--- src/rtl/mips_multicycle_core.sv ---
// mips_multicycle_core: multi-cycle MIPS subset core with req/ack instruction and data ports.
// Define MIPS_MC_BNE_EN to decode bne; otherwise opcode 000101 retires as a no-op.
module mips_multicycle_core #(
  parameter int          DADDR_W  = 7,
  parameter logic [31:0] RESET_PC = 32'h0000_0000
) (
  input  logic               clk,
  input  logic               rst,
  output logic               imem_req,
  output logic [31:0]        imem_addr,
  input  logic               imem_ack,
  input  logic [31:0]        imem_rdata,
  output logic               dmem_req,
  output logic               dmem_we,
  output logic [DADDR_W-1:0] dmem_addr,
  output logic [31:0]        dmem_wdata,
  input  logic               dmem_ack,
  input  logic [31:0]        dmem_rdata,
  output logic               rf_wen,
  output logic [4:0]         rf_waddr,
  output logic [31:0]        rf_wdata,
  output logic               retire
);
  typedef enum logic [2:0] {FETCH, DECODE, EXEC, MEM, WB} state_t;
  state_t state;
  logic [31:0] pc, ir, a, b, imm, alu_out, mdr, alu_r;
  logic [31:0] rf [32];
  logic [5:0] op, fn;
  logic is_r, is_lw, is_sw, is_beq, is_bne, is_j, is_jal, is_jr, r_ok, take;
  assign op     = ir[31:26];
  assign fn     = ir[5:0];
  assign is_r   = op == 6'h00;
  assign is_lw  = op == 6'h23;
  assign is_sw  = op == 6'h2B;
  assign is_beq = op == 6'h04;
  assign is_j   = op == 6'h02;
  assign is_jal = op == 6'h03;
`ifdef MIPS_MC_BNE_EN
  assign is_bne = op == 6'h05;
`else
  assign is_bne = 1'b0;
`endif
  assign is_jr  = is_r && fn == 6'h08;
  assign r_ok   = is_r && (fn == 6'h20 || fn == 6'h22 || fn == 6'h24 || fn == 6'h25 || fn == 6'h2A);
  assign take   = (is_beq && a == b) || (is_bne && a != b);
  always_comb
    alu_r = fn == 6'h20 ? a + b :
            fn == 6'h22 ? a - b :
            fn == 6'h24 ? a & b :
            fn == 6'h25 ? a | b :
            {31'd0, $signed(a) < $signed(b)};
  // Outputs are gated by rst so an ack seen during reset never completes a handshake
  assign imem_req   = !rst && state == FETCH;
  assign imem_addr  = pc;
  assign dmem_req   = !rst && state == MEM;
  assign dmem_we    = dmem_req && is_sw;
  assign dmem_addr  = alu_out[DADDR_W+1:2];
  assign dmem_wdata = b;
  assign rf_wen     = !rst && (state == WB || (state == EXEC && is_jal));
  assign rf_waddr   = !rf_wen ? 5'd0 : state == EXEC ? 5'd31 : is_lw ? ir[20:16] : ir[15:11];
  assign rf_wdata   = !rf_wen ? 32'd0 : state == EXEC ? pc : is_lw ? mdr : alu_out;
  assign retire     = !rst && (state == WB ||
                               (state == EXEC && !is_lw && !is_sw && !r_ok) ||
                               (state == MEM && is_sw && dmem_ack));
  always_ff @(posedge clk) begin
    if (rst) begin
      state   <= FETCH;
      pc      <= RESET_PC;
      ir      <= '0;
      a       <= '0;
      b       <= '0;
      imm     <= '0;
      alu_out <= '0;
      mdr     <= '0;
      for (int i = 0; i < 32; i++) rf[i] <= '0;
    end else begin
      if (rf_wen && rf_waddr != 5'd0) rf[rf_waddr] <= rf_wdata;
      case (state)
        FETCH: if (imem_ack) begin
          ir    <= imem_rdata;
          pc    <= pc + 32'd4;
          state <= DECODE;
        end
        DECODE: begin
          a     <= rf[ir[25:21]];
          b     <= rf[ir[20:16]];
          imm   <= {{16{ir[15]}}, ir[15:0]};
          state <= EXEC;
        end
        EXEC: begin
          alu_out <= is_r ? alu_r : a + imm;
          pc      <= take ? pc + (imm << 2) :
                     (is_j || is_jal) ? {pc[31:28], ir[25:0], 2'b00} :
                     is_jr ? a : pc;
          state   <= (is_lw || is_sw) ? MEM : r_ok ? WB : FETCH;
        end
        MEM: if (dmem_ack) begin
          mdr   <= dmem_rdata;
          state <= is_sw ? FETCH : WB;
        end
        default: state <= FETCH;
      endcase
    end
  end
endmodule

--- config.mk ---
export PLATFORM = sky130hd
export DESIGN_NAME = mips_multicycle_core
export DESIGN_NICKNAME = d
export VERILOG_FILES = /design/src/rtl/mips_multicycle_core.sv
export SDC_FILE = /design/constraint.sdc
export NUM_CORES = 2
export LEC_CHECK = 0
export CAP_MARGIN = 20
export CORE_UTILIZATION = 34
export DETAILED_ROUTE_END_ITERATION = 16
export DONT_BUFFER_PORTS = 1
export GPL_TIMING_DRIVEN = 0
export PLACE_DENSITY = 0.48
export REMOVE_ABC_BUFFERS = 1
export SLEW_MARGIN = 5
export SYNTH_ARGS = -nofsm -noshare
export SYNTH_HDL_FRONTEND = slang
export SYNTH_SLANG_ARGS = --single-unit
--- constraint.sdc ---
create_clock -name clk -period 3.95 [get_ports clk]
set_clock_uncertainty 0.15 [all_clocks]
set_input_delay 0.395 -clock clk [delete_from_list [all_inputs] [get_ports clk]]
set_output_delay 0.395 -clock clk [all_outputs]
set_load 0.01 [all_outputs]
==> reports/metrics.yaml <==
timing:
  worst_slack_ns: -0.00639
  worst_slew_pin_slew_ns: 1.30
  fmax_mhz: 253
  finalCriticalPeriod_ns: 3.96
  rsz0062_at_grt: "yes"
  final.period_utilization_pct: 100
  slew_headroom_pct: 13.1
  hold_viol: 0
  slew_violations: 0
  setup_violations: 1
global_route:
  grt_max_degree: 183
  gr-total-overflow: 0
  antenna_found_initial: 9
  grt_pass1_vias: 50300
  grtUsageTotal_pct: 28.1
  grt_pass1_wl_mm: 401
clocking:
  clock_latency_ns: 0.84
  h-tree-depth: 4
  cts_tree: "built"
  clk_pin_slew_ns: 0.06
  cts_buffer_depth: 3
  cts_buffers: 147
  ctsRootBufferMaster: "clkbuf_16"
  clock_sinks: 1235
synth:
  yosys-top-cells-count: "1,227 x nor2_1, 1,024 x edfxtp_1, 640 x mux4_2"
  synth_area_leaders: "edfxtp_1 45%, mux4_2 21%, nor2_1 6.7%"
  yosys.area.top_type_share_pct: 44.7
  yosysTopAreaCell: "edfxtp_1"
  yosysSeqAreaShare_pct: 50.9
  syn-instance-count: 5573
  yosysMostFrequentCell: "nor2_1"
  yosysUniqueCellTypes: 87
  yosysWarnings: 0
  netlist_area_um2: 68800
  syn_avg_cell_area_um2: 12.3
  synth-async-reset-ratio_pct: 0
  ys.flop_type: "edfxtp_1"
  ys_seq_elements: 1235
  synth_edf_count: 1024
setup_path:
  end_kind: "flop"
  rrSetupSlack_ns: -0.006
  path_max_fanout: 19
  crit_type: "flop to flop"
  cp.arrival_ns: 4.29
  required_ns: 4.28
  critPathLaunchType: "flop"
routing:
  wl_per_cell_um: 34.4
  vias: 52100
  drc_errors: 0
  post_drt_via_cell_ratio: 6.11
  first_pass_iters: 5
  drt-total-wl_mm: 293
  drt-initial-drc-count: 6487
  ant_nets: 0
power:
  p_leak_nw: 28.4
  finalPower_w: 0.0337
  powerDensity_nw_per_um2: 405
  ir_drop_uv: 415
floorplanning:
  die_h_um: 452
  core_um2: 200000
  io_pins: 181
  std_cell_rows: 164
  die_w_um: 452
  die_area_um2: 204000
  initial_core_util_pct: 34.3
cells_and_area:
  fillers: 18500
  area_growth_pct: 21.0
  fin_area_um2: 83200
  utilization_pct: 41.5
  fin_nets: 5974
  drive_gt1_share_pct: 25.6
placement:
  place_congestion: 0.912
  post_dp_cell_area_um2: 74800
  dp_slack_ns: -2.44
  portBuffers: 0
  place_hpwl_mm: 185
status:
  violations: "setup timing"
  status: "finished, violations left"
job:
  max-cap-violations: 0
worst_hold_path:
  hold_path_class: "primary input to flop"
where the power goes:
| part | switching (W) | internal (W) | total [W] | leakage, nW |
|---|---|---|---|---|
| Sequential | 0.000562 | 0.0145 | 0.0151 | 12.3 |
| Clock | 0.00586 | 0.00782 | 0.0137 | 2.35 |
| Combinational | 0.00272 | 0.00215 | 0.00487 | 13.7 |
registers in the layout, summed over array words and instances (netlist names):
name        cells
dmem_wdata     32
imm            16
mdr            32
alu_out        32
imem_addr      32
ir             32
rf           1024
a              32
state           3
cells by family after synthesis:
| kind of cell | count (synthesis) | synth area share [%] |
|---|---|---|
| simple gates | 1880 | 11.3 |
| flops | 1235 | 50.9 |
| compound gates | 821 | 7.70 |
| mux | 755 | 22.6 |
| buf+inv | 658 | 3.68 |
| fa+ha+maj | 161 | 2.97 |
| xor+xnor | 62 | 0.790 |
| other cells | 1 | 0.00545 |
path summary, 6_finish.rpt:
check          from          to  cells past startpoint
max          ir[28]  rf[23][27]                     12
min             rst   rf[11][9]                      2
max reg2reg  ir[28]  rf[23][27]                     12
min reg2reg  mdr[0]      mdr[0]                      2
worst max-delay path, stage by stage, from the launching register on:
cell and delay (ns):
dfxtp_4 0.35, nor3b_4 0.26, and2_4 0.19, a31oi_1 0.09, or3_4 0.44, buf_12 0.18
a21oi_4 0.35, nand2_1 0.27, nor2_4 0.34, nand2_8 0.24, buf_12 0.26, nand2b_4 0.14
buf_12 0.18
area by class of cell:
cell class | count | area (um^2) | area share, %
Clock buffer | 212 | 4180 | 5.03
Antenna cell | 4 | 10.0 | 0.0120
Sequential cell | 1235 | 35100 | 42.2
Multi-Input combinational cell | 3715 | 32600 | 39.2
Inverter | 145 | 577 | 0.693
Timing Repair inverter | 3 | 28.8 | 0.0346
Clock inverter | 58 | 613 | 0.737
Tap cell | 2656 | 3320 | 3.99
Timing Repair Buffer | 498 | 6750 | 8.11
routing by layer:
metal  up-vias  part of all wire, %  GRT usage (%)
met3       565                  9.8           6.00
met4         6                  4.3           10.9
met5         -                0.012              0
li1      21400                    -              -
met1     27200                   40           37.5
met2      2984                   46           44.8
per-stage QoR:
stage | setup TNS [ns] | std cells | hold WS, ns
floorplan | - | 5091 | 0.280
global placement | - | 7747 | 0.294
detailed placement | -2705.68 | 7994 | 0.302
CTS | -0.857 | 8452 | 0.00281
global route | -0.166 | 8523 | 0.0396
finish | -0.00639 | 8526 | 0.0683
layout by cell type (no fill, tap or decap), types with 50 or more instances in the layout:
cell	count
inv_1	137
nor2_1	1216
nand2_1	316
dfxtp_1	136
dlygate4sd3_1	133
buf_4	173
buf_12	50
buf_16	85
a21oi_1	246
mux2i_1	107
o21ai_0	131
a211oi_1	100
edfxtp_1	1024
mux4_2	640
clkbuf_16	149
ha_1	138
o211ai_1	74
repair_timing:
action / 4_1_cts / 5_1_grt
pin swaps: 15 / 24
setup buffers: 47 / 64
hold buffers: 135 / 0
gates resized for setup: 151 / 85
cloned: 6 / 6
endpoints found under the setup margin: 2073 / 425
endpoints found under the hold margin: 243 / 0
No activity file was read; power rests on OpenSTA's default activity.
